**config.mk**
```make
export PLATFORM = sky130hd
export DESIGN_NAME = fifo_ctrl_flat
export DESIGN_NICKNAME = d
export VERILOG_FILES = /design/src/rtl/fifo_ctrl_if.sv /design/src/rtl/fifo_ctrl.sv /design/src/flat_wrapper.sv
export SDC_FILE = /design/constraint.sdc
export NUM_CORES = 1
export LEC_CHECK = 0
export ABC_AREA = 0
export CAP_MARGIN = 20
export CORE_UTILIZATION = 50
export CTS_BUF_LIST = sky130_fd_sc_hd__clkbuf_8
export DETAILED_ROUTE_END_ITERATION = 6
export PLACE_DENSITY = 0.8
export SLEW_MARGIN = 15
export SYNTH_ARGS = -nofsm -noshare
export SYNTH_HDL_FRONTEND = slang
export SYNTH_SLANG_ARGS = --single-unit
```
**constraint.sdc**
```tcl
create_clock -name clk -period 5 [get_ports clk]
set_input_delay 0.75 -clock clk [delete_from_list [all_inputs] [get_ports clk]]
set_output_delay 0.75 -clock clk [all_outputs]
set_load 0.05 [all_outputs]
```
**src/rtl/fifo_ctrl_if.sv**
```systemverilog
// fifo_ctrl_if: request/status bundle between the key strobes and fifo_ctrl.
// master drives read/write; slave (fifo_ctrl) returns RAM control and status.
interface fifo_ctrl_if #(
    parameter int ADDR_WIDTH = 4
);
    logic                  read;
    logic                  write;
    logic                  wr_en;
    logic [ADDR_WIDTH-1:0] w_addr;
    logic [ADDR_WIDTH-1:0] r_addr;
    logic                  empty;
    logic                  full;
    logic [ADDR_WIDTH:0]   count;
    logic                  overflow;
    logic                  underflow;

    modport master (
        output read,
        output write,
        input  wr_en,
        input  w_addr,
        input  r_addr,
        input  empty,
        input  full,
        input  count,
        input  overflow,
        input  underflow
    );

    modport slave (
        input  read,
        input  write,
        output wr_en,
        output w_addr,
        output r_addr,
        output empty,
        output full,
        output count,
        output overflow,
        output underflow
    );
endinterface

```
**src/rtl/fifo_ctrl.sv**
```systemverilog
// fifo_ctrl: show-ahead FIFO control for a dual-port RAM of 2^ADDR_WIDTH words.
// Ports: clk, reset (async, active-low), bus (fifo_ctrl_if.slave):
//   read/write requests in; wr_en, w_addr, r_addr, empty, full, count,
//   sticky overflow/underflow out.
module fifo_ctrl #(
    parameter int ADDR_WIDTH = 4
) (
    input  logic       clk,
    input  logic       reset,
    fifo_ctrl_if.slave bus
);
    localparam logic [ADDR_WIDTH:0]   MAX_CNT = {1'b1, {ADDR_WIDTH{1'b0}}};
    localparam logic [ADDR_WIDTH:0]   ONE_CNT = 1;
    localparam logic [ADDR_WIDTH-1:0] ONE_PTR = 1;

    logic [ADDR_WIDTH-1:0] w_ptr_q, w_ptr_d;
    logic [ADDR_WIDTH-1:0] r_ptr_q, r_ptr_d;
    logic [ADDR_WIDTH:0]   count_q, count_d;
    logic                  empty_q, empty_d;
    logic                  full_q, full_d;
    logic                  overflow_q, overflow_d;
    logic                  underflow_q, underflow_d;
    logic                  wr_acc;
    logic                  rd_acc;

    // A write while full is still taken when a pop frees the head slot
    // on the same edge.
    always_comb begin
        wr_acc = bus.write & (~full_q | bus.read);
        rd_acc = bus.read & ~empty_q;
    end

    always_comb begin
        w_ptr_d     = w_ptr_q;
        r_ptr_d     = r_ptr_q;
        count_d     = count_q;
        overflow_d  = overflow_q;
        underflow_d = underflow_q;

        if (wr_acc) begin
            w_ptr_d = w_ptr_q + ONE_PTR;
        end
        if (rd_acc) begin
            r_ptr_d = r_ptr_q + ONE_PTR;
        end

        unique case (1'b1)
            (wr_acc & ~rd_acc): count_d = count_q + ONE_CNT;
            (rd_acc & ~wr_acc): count_d = count_q - ONE_CNT;
            default:            count_d = count_q;
        endcase

        empty_d = (count_d == '0);
        full_d  = (count_d == MAX_CNT);

        if (bus.write & full_q & ~bus.read) begin
            overflow_d = 1'b1;
        end
        if (bus.read & empty_q) begin
            underflow_d = 1'b1;
        end
    end

    always_ff @(posedge clk or negedge reset) begin
        if (!reset) begin
            w_ptr_q     <= '0;
            r_ptr_q     <= '0;
            count_q     <= '0;
            empty_q     <= 1'b1;
            full_q      <= 1'b0;
            overflow_q  <= 1'b0;
            underflow_q <= 1'b0;
        end else begin
            w_ptr_q     <= w_ptr_d;
            r_ptr_q     <= r_ptr_d;
            count_q     <= count_d;
            empty_q     <= empty_d;
            full_q      <= full_d;
            overflow_q  <= overflow_d;
            underflow_q <= underflow_d;
        end
    end

    assign bus.wr_en     = wr_acc;
    assign bus.w_addr    = w_ptr_q;
    assign bus.r_addr    = r_ptr_q;
    assign bus.count     = count_q;
    assign bus.empty     = empty_q;
    assign bus.full      = full_q;
    assign bus.overflow  = overflow_q;
    assign bus.underflow = underflow_q;
endmodule

```
**src/flat_wrapper.sv**
```systemverilog
// flat-port wrapper written by rule: the top's interface ports become plain ports
module fifo_ctrl_flat 
#(
    parameter int ADDR_WIDTH = 4
)
  (clk, reset, bus_read, bus_write, bus_wr_en, bus_w_addr, bus_r_addr, bus_empty, bus_full, bus_count, bus_overflow, bus_underflow);
  fifo_ctrl_if #(.ADDR_WIDTH(ADDR_WIDTH)) bus_i ();
  input  logic clk;
  input  logic reset;
  input wire logic [$bits(bus_i.read)-1:0] bus_read;
  input wire logic [$bits(bus_i.write)-1:0] bus_write;
  output wire logic [$bits(bus_i.wr_en)-1:0] bus_wr_en;
  output wire logic [$bits(bus_i.w_addr)-1:0] bus_w_addr;
  output wire logic [$bits(bus_i.r_addr)-1:0] bus_r_addr;
  output wire logic [$bits(bus_i.empty)-1:0] bus_empty;
  output wire logic [$bits(bus_i.full)-1:0] bus_full;
  output wire logic [$bits(bus_i.count)-1:0] bus_count;
  output wire logic [$bits(bus_i.overflow)-1:0] bus_overflow;
  output wire logic [$bits(bus_i.underflow)-1:0] bus_underflow;
  assign bus_i.read = bus_read;
  assign bus_i.write = bus_write;
  assign bus_wr_en = bus_i.wr_en;
  assign bus_w_addr = bus_i.w_addr;
  assign bus_r_addr = bus_i.r_addr;
  assign bus_empty = bus_i.empty;
  assign bus_full = bus_i.full;
  assign bus_count = bus_i.count;
  assign bus_overflow = bus_i.overflow;
  assign bus_underflow = bus_i.underflow;
  fifo_ctrl #(.ADDR_WIDTH(ADDR_WIDTH)) u_core (.clk(clk), .reset(reset), .bus(bus_i));
endmodule
```
==> metrics.md <==
| Metric | Value |
|---|---|
| Die Y | 45.6 um |
| Flop2flop setup slack | 2.68 ns |
| CTS Buffer Depth | 2 |
| Worst rel slew slack | 51.6% |
| Initial core utilization | 54.3% |
| Largest net degree at the start of global routing | 18 |
| GP Congestion | 0.734 |
| Syn Std Cell Area | 948 um2 |
| Final setup violation count | 0 |
| Synth Instances | a little under 90 |
| Remaining global-route overflow | 0 |
| First-pass GRT wire length | 2790 um |
| Setup TNS | 0 ns |
| Period utilization | 64.0% |
| DP HPWL | around 1200 um |
| Status | complete, no violations |
| Clock tree from TritonCTS | yes |
| Peak Freq | 0.312 GHz |
| Max Transition Viols Final | 0 |
| Crit. End Element | primary output |
| R2R depth | 7 |
| EDFF count, synth | 0 |
| RR Endpoint | u_core.bus.full |
| DRC errors left | 0 |
| Port bufs | 21 |
| Worst hold path type | flip-flop to flip-flop |
| Total vias in the final route | 694 |
| Routed Antenna Nets | 0 |
| Hold path start | u_core.bus.w_addr[3] |
| Final Hold Vio Count | 0 |
| Post-CTS Hold Fix Bufs | 0 |
| Yosys cell types | 35 |
| Clock sink total | 17 |
| Share of flip-flops with an asynchronous set or reset | 100% |
| Sequential fraction of the synthesis area | between 40% and 50% |
| Setup Fix Bufs, Post-CTS | 0 |
| Htree depth | 1 |
| Clock-pin slew of the registers on the worst-case setup and hold paths | 0.07 ns |
| Nets@finish | 120 |
| Initial DRC count | 7 |
| Worst Hold End | u_core.bus.w_addr[3] |
| CP startpoint kind | input pin |
| Vias/cell | approximately 5 |
| Vias in the first global route | 651 |
| Arrival time at the worst endpoint | 2.45 ns |
| Wire length per cell | 12.5 um |
| Clk root buf | clkbuf_8 |
| CTS buffer count | 3 |
| Warnings from Yosys | 0 |
| Syn_area_per_cell | between 10 and 15 um2 |
| Worst Tran Pin Value | around 0.72 ns |
| Max cap viols | 0 |
| Layout Cells excl Fill | 135 |
| I/O pins | 22 |
| Final wirelength | 1690 um |
| Post_cts resized | 0 |
| Layout cells sized above 1 | 12.7% |
| # rows | 15 |
| Crit Path Class | input pin to primary output |
| RR Startpoint | u_core.bus.empty |
| Syn_nets | ~100 |
| Clk_lat worst skew | 0.25 ns |
| RSZ-0062 raised after global routing | false |
| Die width | between 40 and 50 um |
| Hold-critical path depth | 1 |
| Placed cell count | 131 |
| Clock Skew | 0.00300 ns |
| Initial antenna violation count | 0 |
| Die area | about 2100 um2 |
| Register bit total from synthesis | 17 |
| Tot GR Track Use | 19.7% |
| N_diodes | 0 |
| Top_reg_cell synth | dfrtp_1 |
| Core region area | 1750 um2 |
| First drt pass iteration count | 4 |
| Layout area overhead | 28.5% |
| Peak fanout along the critical path | 4 |
| CP required | 4.25 ns |
| Post-layout min period | 3.20 ns |
## synthesized netlist by cell type, types with 2 or more instances
| library cell | instances | share of area, % |
|---|---|---|
| a21oi_1 | 4 | 2.1 |
| buf_2 | 2 | 1.1 |
| clkbuf_1 | 2 | 0.79 |
| dfrtp_1 | 16 | 42 |
| ha_1 | 5 | 6.6 |
| inv_1 | 3 | 1.2 |
| mux2_2 | 3 | 3.6 |
| mux2i_1 | 2 | 2.1 |
| nand2_1 | 12 | 4.7 |
| nand4_1 | 2 | 1.3 |
| nor2_1 | 4 | 1.6 |
| nor3b_1 | 2 | 1.6 |
| o21bai_1 | 2 | 1.6 |
| xnor2_1 | 6 | 5.5 |
| xor2_1 | 4 | 3.7 |
## worst max-delay path, stage by stage
cell	delay [ns]
clkdlybuf4s50_1	0.50
nand2b_1	0.13
nand2_1	0.12
inv_1	0.13
clkdlybuf4s50_1	0.81
## cells by family (layout without fill, tap and decap cells)
logic type / after synthesis / count (layout) / share of synthesized area (%)
AND/OR/NAND/NOR: 31 / 31 / 19.4
flip-flops: 17 / 17 / 45.0
AO/OA/AOI/OAI: 14 / 14 / 11.1
XOR/XNOR: 10 / 10 / 9.23
buffers and inverters: 7 / 28 / 3.03
adder cells (fa/ha/maj): 5 / 5 / 6.60
multiplexers: 5 / 5 / 5.67
## layout by cell type (no fill, tap or decap)
cell type	instances
nor3b_4	1
xnor2_1	6
ha_1	5
nand4_2	1
nor3_1	1
nor2b_1	1
inv_1	3
clkbuf_8	3
a2111o_1	1
o311ai_2	1
o21ai_2	1
nand2_1	12
xor2_1	4
nand3_1	1
nand2b_1	1
clkdlybuf4s50_1	21
nor2_1	4
o31ai_1	1
dfrtp_1	16
clkinv_2	1
nor3b_2	1
nor3b_1	2
nand3b_1	1
a21oi_1	4
o21ai_1	1
a22o_1	1
mux2_2	3
or4_1	1
dfstp_2	1
nand4_1	2
mux2i_1	2
o21ai_0	1
or3b_2	1
or3_1	1
o21bai_1	2
a21o_1	1
## per-stage QoR
step | hold slack (ns) | setup WS [ns] | instance area [um2] | util, %
6_report | 0.468 | 1.80 | 1220 | 69.8
5_1_grt | 0.483 | 1.67 | 1220 | 69.8
4_1_cts | 0.474 | 1.79 | 1220 | 69.8
3_5_place_dp | 0.453 | 1.78 | 1170 | 67.2
3_3_place_gp | 0.446 | 1.81 | 1170 | 67.2
2_1_floorplan | 0.454 | 2.57 | 948 | -
## final cells by class
type	count	area [um2]
flip-flops and latches	17	427
repair buffers	21	210
multi-input cells	65	493
fillers	134	527
inverters	3	11.3
clock inverters	1	5.00
clock buffers	3	41.3
well taps	25	31.3
## worst max-delay path by stage
stage / endpoint / slack [ns] / startpoint
after floorplan: u_core.bus.full / 2.57 / bus_write
after global placement: bus_wr_en / 1.81 / bus_read
after detailed placement: u_core.bus.full / 1.78 / bus_read
after CTS: bus_wr_en / 1.79 / bus_read
after global routing: bus_wr_en / 1.67 / bus_read
final: bus_wr_en / 1.80 / bus_read
## state kept, by name, summed over array words and instances, names as in the netlist
name,count
u_core.bus.w_addr,4
u_core.bus.full,1
u_core.bus.r_addr,4
u_core.bus.overflow,1
u_core.bus.count,5
u_core.bus.empty,1
u_core.bus.underflow,1
## layer usage
layer | global-route usage, % | part of all wire (%) | up-vias
met1 | 26.4 | 50 | 320
met3 | 3.97 | 3.4 | 4
met5 | 0 | 0 | -
met2 | 28.6 | 44 | 16
met4 | 13.3 | 2.5 | 0
li1 | - | - | 354
Power is not shown: default switching activity piles up to over one toggle a cycle in this logic, so the estimate is an artifact.
